[config.mk]
export PLATFORM = sky130hd
export DESIGN_NAME = spi_slave_if_flat
export DESIGN_NICKNAME = d
export VERILOG_FILES = /design/src/rtl/spi_pkg.sv /design/src/rtl/spi_slave_if_if.sv /design/src/rtl/spi_sync_edge.sv /design/src/rtl/spi_slave_if.sv /design/src/flat_wrapper.sv
export SDC_FILE = /design/constraint.sdc
export NUM_CORES = 1
export LEC_CHECK = 0
export CELL_PAD_IN_SITES_DETAIL_PLACEMENT = 0
export CELL_PAD_IN_SITES_GLOBAL_PLACEMENT = 1
export CORE_ASPECT_RATIO = 0.75
export CORE_UTILIZATION = 40
export DETAILED_ROUTE_END_ITERATION = 6
export GPL_ROUTABILITY_DRIVEN = 0
export PLACE_DENSITY_LB_ADDON = 0.12
export SLEW_MARGIN = 15
export SYNTH_ARGS = -nofsm -noshare
export SYNTH_HDL_FRONTEND = slang
export SYNTH_SLANG_ARGS = --single-unit
[constraint.sdc]
create_clock -name clk_i -period 3.4 [get_ports clk_i]
set_input_delay 0.68 -clock clk_i [delete_from_list [all_inputs] [get_ports clk_i]]
set_output_delay 0.68 -clock clk_i [all_outputs]
set_load 0.005 [all_outputs]
[src/rtl/spi_pkg.sv]
// rtl/spi_pkg.sv - shared SPI constants and the responder state type
package spi_pkg;

    localparam int SPI_DATA_W = 8;
    localparam int SPI_SYNC_STAGES = 2;
    localparam logic [31:0] SPI_DUMMY_WORD = 32'hFFFF_FFFF;

    typedef enum logic [1:0] {
        IDLE  = 2'd0,
        LOAD  = 2'd1,
        SHIFT = 2'd2
    } spi_slv_state_t;

endpackage

[src/rtl/spi_slave_if_if.sv]
// rtl/spi_slave_if_if.sv - SPI pins plus rx/tx word handshake bundle of the SPI responder
interface spi_slave_if_if
    import spi_pkg::*;
#(
    parameter int DATA_W = SPI_DATA_W
);
    logic              SCLK_i;
    logic              cs_i;
    logic              MOSI_i;
    logic              MISO_o;
    logic              MISO_oe_o;
    logic [DATA_W-1:0] rx_data_o;
    logic              rx_valid_o;
    logic [DATA_W-1:0] tx_data_i;
    logic              tx_valid_i;
    logic              tx_ready_o;
    logic              busy_o;
    logic              tx_underrun_o;
    logic              clr_i;

    modport slave (
        input  SCLK_i, cs_i, MOSI_i, tx_data_i, tx_valid_i, clr_i,
        output MISO_o, MISO_oe_o, rx_data_o, rx_valid_o, tx_ready_o, busy_o, tx_underrun_o
    );

    modport master (
        output SCLK_i, cs_i, MOSI_i, tx_data_i, tx_valid_i, clr_i,
        input  MISO_o, MISO_oe_o, rx_data_o, rx_valid_o, tx_ready_o, busy_o, tx_underrun_o
    );

endinterface

[src/rtl/spi_sync_edge.sv]
// rtl/spi_sync_edge.sv - N-stage input synchronizer with rise/fall pulses
module spi_sync_edge #(
    parameter int STAGES = 2
) (
    input  logic clk_i,
    input  logic d_i,
    output logic q_o,
    output logic rise_o,
    output logic fall_o
);
    logic [STAGES-1:0] sync_q;
    logic              prev_q;

    // Not reset on purpose: the chain keeps tracking the pin through reset, so a
    // CS already high at reset release shows no rising edge.
    always_ff @(posedge clk_i) begin
        sync_q <= {sync_q[STAGES-2:0], d_i};
        prev_q <= sync_q[STAGES-1];
    end

    assign q_o    = sync_q[STAGES-1];
    assign rise_o = sync_q[STAGES-1] & ~prev_q;
    assign fall_o = ~sync_q[STAGES-1] & prev_q;

endmodule

[src/rtl/spi_slave_if.sv]
// rtl/spi_slave_if.sv - mode-0 SPI responder; SPI_SLAVE_UNDERRUN_EN enables the sticky underrun flag
module spi_slave_if
    import spi_pkg::*;
#(
    parameter int                DATA_W      = SPI_DATA_W,
    parameter int                SYNC_STAGES = SPI_SYNC_STAGES,
    parameter logic [DATA_W-1:0] DUMMY_WORD  = SPI_DUMMY_WORD[DATA_W-1:0]
) (
    input logic           clk_i,
    input logic           rst_i,
    spi_slave_if_if.slave bus
);
    localparam int CNT_W = $clog2(DATA_W);

    spi_slv_state_t state_q, state_d;

    logic sclk_rise, sclk_fall, cs_lvl, cs_rise, mosi_lvl;
    logic unused_sclk_lvl, unused_cs_fall, unused_mosi_rise, unused_mosi_fall;
    logic do_load, do_shift, do_sample;

    logic [DATA_W-1:0] tx_shift_q, rx_shift_q, rx_data_q, hold_data_q;
    logic [CNT_W-1:0]  cnt_q;
    logic              hold_full_q, word_done_q, rx_valid_q;

    spi_sync_edge #(.STAGES(SYNC_STAGES)) u_sync_sclk (
        .clk_i (clk_i), .d_i (bus.SCLK_i), .q_o (unused_sclk_lvl),
        .rise_o(sclk_rise), .fall_o(sclk_fall)
    );

    spi_sync_edge #(.STAGES(SYNC_STAGES)) u_sync_cs (
        .clk_i (clk_i), .d_i (bus.cs_i), .q_o (cs_lvl),
        .rise_o(cs_rise), .fall_o(unused_cs_fall)
    );

    spi_sync_edge #(.STAGES(SYNC_STAGES)) u_sync_mosi (
        .clk_i (clk_i), .d_i (bus.MOSI_i), .q_o (mosi_lvl),
        .rise_o(unused_mosi_rise), .fall_o(unused_mosi_fall)
    );

    always_ff @(posedge clk_i) begin
        if (rst_i) state_q <= IDLE;
        else       state_q <= state_d;
    end

    // CS low is checked as a level so a deselect during LOAD is not missed.
    always_comb begin
        state_d   = state_q;
        do_load   = 1'b0;
        do_shift  = 1'b0;
        do_sample = 1'b0;
        unique case (state_q)
            IDLE: begin
                if (cs_rise) state_d = LOAD;
            end
            LOAD: begin
                do_load = 1'b1;
                state_d = cs_lvl ? SHIFT : IDLE;
            end
            SHIFT: begin
                if (!cs_lvl) begin
                    state_d = IDLE;
                end else begin
                    do_sample = sclk_rise;
                    if (sclk_fall) begin
                        if (cnt_q != '0) do_shift = 1'b1;
                        else             do_load  = 1'b1;
                    end
                end
            end
            default: state_d = IDLE;
        endcase
    end

    always_ff @(posedge clk_i) begin
        if (rst_i) begin
            tx_shift_q  <= '0;
            rx_shift_q  <= '0;
            rx_data_q   <= '0;
            rx_valid_q  <= 1'b0;
            word_done_q <= 1'b0;
            cnt_q       <= '0;
            hold_full_q <= 1'b0;
            hold_data_q <= '0;
        end else begin
            rx_valid_q  <= word_done_q;
            if (word_done_q) rx_data_q <= rx_shift_q;
            word_done_q <= do_sample && (cnt_q == '0);
            if (do_sample) rx_shift_q <= {rx_shift_q[DATA_W-2:0], mosi_lvl};

            if (do_load) begin
                tx_shift_q <= hold_full_q ? hold_data_q : DUMMY_WORD;
                cnt_q      <= CNT_W'(DATA_W - 1);
            end else if (do_shift) begin
                tx_shift_q <= tx_shift_q << 1;
                cnt_q      <= cnt_q - 1'b1;
            end

            // A load sees the pre-handshake state, so same-cycle data waits for the next word.
            if (do_load && hold_full_q) begin
                hold_full_q <= 1'b0;
            end else if (bus.tx_valid_i && !hold_full_q) begin
                hold_full_q <= 1'b1;
                hold_data_q <= bus.tx_data_i;
            end
        end
    end

`ifdef SPI_SLAVE_UNDERRUN_EN
    logic underrun_q;

    always_ff @(posedge clk_i) begin
        if (rst_i)                         underrun_q <= 1'b0;
        else if (do_load && !hold_full_q)  underrun_q <= 1'b1;
        else if (bus.clr_i)                underrun_q <= 1'b0;
    end

    assign bus.tx_underrun_o = underrun_q;
`else
    logic unused_clr;
    assign unused_clr        = bus.clr_i;
    assign bus.tx_underrun_o = 1'b0;
`endif

    assign bus.MISO_oe_o  = (state_q != IDLE);
    assign bus.busy_o     = (state_q != IDLE);
    assign bus.MISO_o     = bus.MISO_oe_o & tx_shift_q[DATA_W-1];
    assign bus.rx_data_o  = rx_data_q;
    assign bus.rx_valid_o = rx_valid_q;
    assign bus.tx_ready_o = ~hold_full_q;

endmodule

[src/flat_wrapper.sv]
// flat-port wrapper written by rule: the top's interface ports become plain ports
module spi_slave_if_flat import spi_pkg::*;
#(
    parameter int                DATA_W      = SPI_DATA_W,
    parameter int                SYNC_STAGES = SPI_SYNC_STAGES,
    parameter logic [DATA_W-1:0] DUMMY_WORD  = SPI_DUMMY_WORD[DATA_W-1:0]
)
  (clk_i, rst_i, bus_SCLK_i, bus_cs_i, bus_MOSI_i, bus_tx_data_i, bus_tx_valid_i, bus_clr_i, bus_MISO_o, bus_MISO_oe_o, bus_rx_data_o, bus_rx_valid_o, bus_tx_ready_o, bus_busy_o, bus_tx_underrun_o);
  spi_slave_if_if #(.DATA_W(DATA_W)) bus_i ();
  input logic clk_i;
  input logic rst_i;
  input wire logic [$bits(bus_i.SCLK_i)-1:0] bus_SCLK_i;
  input wire logic [$bits(bus_i.cs_i)-1:0] bus_cs_i;
  input wire logic [$bits(bus_i.MOSI_i)-1:0] bus_MOSI_i;
  input wire logic [$bits(bus_i.tx_data_i)-1:0] bus_tx_data_i;
  input wire logic [$bits(bus_i.tx_valid_i)-1:0] bus_tx_valid_i;
  input wire logic [$bits(bus_i.clr_i)-1:0] bus_clr_i;
  output wire logic [$bits(bus_i.MISO_o)-1:0] bus_MISO_o;
  output wire logic [$bits(bus_i.MISO_oe_o)-1:0] bus_MISO_oe_o;
  output wire logic [$bits(bus_i.rx_data_o)-1:0] bus_rx_data_o;
  output wire logic [$bits(bus_i.rx_valid_o)-1:0] bus_rx_valid_o;
  output wire logic [$bits(bus_i.tx_ready_o)-1:0] bus_tx_ready_o;
  output wire logic [$bits(bus_i.busy_o)-1:0] bus_busy_o;
  output wire logic [$bits(bus_i.tx_underrun_o)-1:0] bus_tx_underrun_o;
  assign bus_i.SCLK_i = bus_SCLK_i;
  assign bus_i.cs_i = bus_cs_i;
  assign bus_i.MOSI_i = bus_MOSI_i;
  assign bus_i.tx_data_i = bus_tx_data_i;
  assign bus_i.tx_valid_i = bus_tx_valid_i;
  assign bus_i.clr_i = bus_clr_i;
  assign bus_MISO_o = bus_i.MISO_o;
  assign bus_MISO_oe_o = bus_i.MISO_oe_o;
  assign bus_rx_data_o = bus_i.rx_data_o;
  assign bus_rx_valid_o = bus_i.rx_valid_o;
  assign bus_tx_ready_o = bus_i.tx_ready_o;
  assign bus_busy_o = bus_i.busy_o;
  assign bus_tx_underrun_o = bus_i.tx_underrun_o;
  spi_slave_if #(.DATA_W(DATA_W), .SYNC_STAGES(SYNC_STAGES), .DUMMY_WORD(DUMMY_WORD)) u_core (.clk_i(clk_i), .rst_i(rst_i), .bus(bus_i));
endmodule
==> results.md <==
- Status: complete, no violations
- Critical path buffers and inverters: 2
- RSZ-0062 raised after global routing: no
- FF+latch count, synth: 48
- Crit. End Element: primary output
- Largest area contributor in the netlist: dfxtp_1
- Distinct cells, synth: 31
- Hold Vio Cnt, Final: 0
- Core area: 4520 um2
- GR peak layer: met2
- Hold buffers post-CTS: 0
- Maxcap violations: 0
- Via/cell ratio: 5.08
- Die height: 61.7 um
- Post-synthesis cell area: 1900 um2
- Num Clock Sinks: 48
- Mapped Cells: 208
- Final total negative setup slack: 0 ps
- CP delay by family, top: buffers and inverters
- Num ports: 29
- Worst Hold Class: register to register
- WHS: 324 ps
- CTS root buffer: clkbuf_8
- P_leak: 0.818 nW
- Critical Path AT: 1610 ps
- Pwr per Cell Area: 486 nW/um2
- Antenna diode count: 0
- IO buf count: 26
- CP max-delay cell: clkdlybuf4s50_1
- Clk slew on worst S/H paths: 90 ps
- Die area: 5040 um2
- Clock share of power: 0.381
- Slew @ Worst Pin: 511 ps
- Setup Fix Bufs, Post-CTS: 0
- Final #Nets: 249
- Crit Path Class: register to primary output
- VDD IR max: 0.000210 V
- Setup Viol. Count Final: 0
- Num CTS Buffers: 5
- DRC Markers: 0
- Sequential area share after synthesis: 0.505
- Pint: 869 uW
- Grt met3 use: 0.0438
- Largest net degree at the start of global routing: 34
- Met1 usage: 0.232
- CP Cell Sequence: inv_1 > ha_1 > nor2b_1 > clkdlybuf4s50_1
- Clk_lat worst skew: 300 ps
- Gate power share: 0.091
- Relative max-transition margin: 0.659
- Total Routing Usage GR: 0.167
- Initial antenna violation count: 0
- Initial DRC Count: 53
- Post-DP HPWL: 2640 um
- Vias in the first global route: 1313
- Sw power: 251 uW
- Congestion Overflow GR: 0
- Synth top area share: 0.505
- CP max stage delay: 500 ps
- FF-to-FF Start: u_core.state_q[0]
- Max FO, Critical Path: 6
- CTS max path bufs: 2
- Gates resized, CTS repair: 0
- Die Width: 81.6 um
- Filler Cell Count: 429
- Fmax: 438 MHz
- Mapped Nets: 228
- Syn avg cell area: 9.15 um2
- Top cells by area, synth: dfxtp_1, nand2_1, a21oi_1, mux2i_1, nor2_1
- Via count: 1459
- Drt pass-1 iters: 4
- Ys Warns: 0
- Max H-tree Level: 2
- Synth-to-Final Area Change: 21.2%
- Max Slew Vio Count: 0
- Crit. Startpoint: u_core.state_q[0]
- Startpoint types: register
- Met2 usage: 0.249
- WL/cell: 13.0 um
- WL final: 3740 um
- Layout cells sized above 1: 0.0565
- First-pass GRT wire length: 6250 um
- Sw frac: 0.224
- Final min period: 2290 ps
- Hold Startpoint: u_core.u_sync_mosi.sync_q[0]
- Power share of the sequential group: 0.528
- ANT nets after route: 0
- Initial Util: 0.421
- Worst EP required: 2720 ps
- Core Rows: 21
- Clock Skew: 10.9 ps
- CTS tree: yes
- Crit share post-route: 0.672
==> flip-flops by register name, indices dropped and copies added, names as in the netlist <==
name,cells
u_core.bus.rx_data_o,8
u_core.cnt_q,3
u_core.hold_full_q,1
u_core.tx_shift_q,8
u_core.u_sync_cs.prev_q,1
u_core.rx_shift_q,8
u_core.state_q,2
u_core.bus.rx_valid_o,1
u_core.u_sync_sclk.prev_q,1
u_core.hold_data_q,8
u_core.u_sync_sclk.sync_q,2
u_core.u_sync_mosi.sync_q,2
u_core.u_sync_cs.sync_q,2
u_core.word_done_q,1
==> cells by family after synthesis <==
group                      share of synthesized area
AOI/OAI and AO/OA                              0.164
other                                        0.00197
muxes                                         0.0421
buffers and inverters                         0.0440
DFF                                            0.505
adders and majority gates                     0.0329
and+or+nand+nor                                0.201
xor gates and xnor gates                     0.00921
==> worst register-to-register path: stages (launching register included) <==
cell	delay (ps)
dfxtp_1	360
inv_1	70
ha_1	450
nand2_1	260
nor2_1	450
a221o_1	240
==> final cells by class <==
cell class	count	area (um2)	area share
inverters	7	26.3	0.0114
flip-flops and latches	48	961	0.417
well taps	57	71.3	0.0309
multi-input cells	140	858	0.372
clock buffers	6	82.6	0.0358
repair buffers	27	268	0.116
clock inverters	2	38.8	0.0168
==> placed cells by master (no fill, tap or decap) <==
master,Yosys,routed
conb_1,1,1
dfxtp_1,48,48
nand2b_1,10,10
o31ai_4,1,1
bufinv_16,0,1
clkinv_4,0,1
a31o_2,1,1
a21oi_1,20,20
nor3_1,1,1
ha_1,5,5
a32oi_1,8,8
inv_1,7,7
a22oi_1,1,1
nand3b_1,2,2
nand2_1,37,37
a221o_1,7,7
a311oi_1,2,2
xnor2_1,2,2
buf_4,2,1
and2_1,1,1
clkdlybuf4s50_1,0,26
and3b_1,2,2
nor2b_1,4,4
nor2_1,19,19
or3_4,1,1
clkbuf_8,0,6
a21o_1,1,1
nand3_1,2,2
and2_4,1,1
and4b_1,1,1
o21ai_0,2,2
mux2i_1,8,8
==> metal layers <==
| metal | vias to the layer above | share of wire |
|---|---|---|
| met5 | - | 0 |
| met2 | 32 | 0.43 |
| met3 | 5 | 0.041 |
| li1 | 749 | - |
| met4 | 0 | 0.011 |
| met1 | 673 | 0.52 |
==> path summary, 6_finish.rpt <==
kind                                       end  slack (ps)  cells past startpoint
setup / recovery                    bus_MISO_o        1110                      4
hold / removal    u_core.u_sync_mosi.sync_q[1]         320                      0
setup reg to reg          u_core.tx_shift_q[1]        1520                      5
hold reg to reg   u_core.u_sync_mosi.sync_q[1]         320                      0
==> stage by stage <==
stage	cell area [um2]	setup WS, ps	instances	power [mW]	utilization
3_3_place_gp	2180	1350	279	0.703	0.483
6_report	2310	1110	287	1.12	0.510
3_5_place_dp	2180	1310	279	0.707	0.483
5_1_grt	2310	968	287	1.18	0.510
2_1_floorplan	1900	1700	208	0.671	-
4_1_cts	2310	1080	287	1.13	0.510
==> Yosys cell counts <==
| cell type | number |
|---|---|
| a21o_1 | 1 |
| a21oi_1 | 20 |
| a221o_1 | 7 |
| a22oi_1 | 1 |
| a311oi_1 | 2 |
| a31o_2 | 1 |
| a32oi_1 | 8 |
| and2_1 | 1 |
| and2_4 | 1 |
| and3b_1 | 2 |
| and4b_1 | 1 |
| buf_1 | 2 |
| buf_2 | 1 |
| buf_4 | 2 |
| clkbuf_1 | 8 |
| conb_1 | 1 |
| dfxtp_1 | 48 |
| ha_1 | 5 |
| inv_1 | 7 |
| mux2i_1 | 8 |
| nand2_1 | 37 |
| nand2b_1 | 10 |
| nand3_1 | 2 |
| nand3b_1 | 2 |
| nor2_1 | 19 |
| nor2b_1 | 4 |
| nor3_1 | 1 |
| o21ai_0 | 2 |
| o31ai_4 | 1 |
| or3_4 | 1 |
| xnor2_1 | 2 |
==> power by group through the flow <==
stage / Sequential, mW / Combinational [mW] / Clock [mW]
after global routing: 0.595 / 0.113 / 0.467
after detailed placement: 0.605 / 0.102 / 0
after global placement: 0.604 / 0.0985 / 0
final: 0.592 / 0.102 / 0.427
after CTS: 0.592 / 0.102 / 0.439
after floorplan: 0.600 / 0.0712 / 0
No activity file was read; power rests on OpenSTA's default activity.
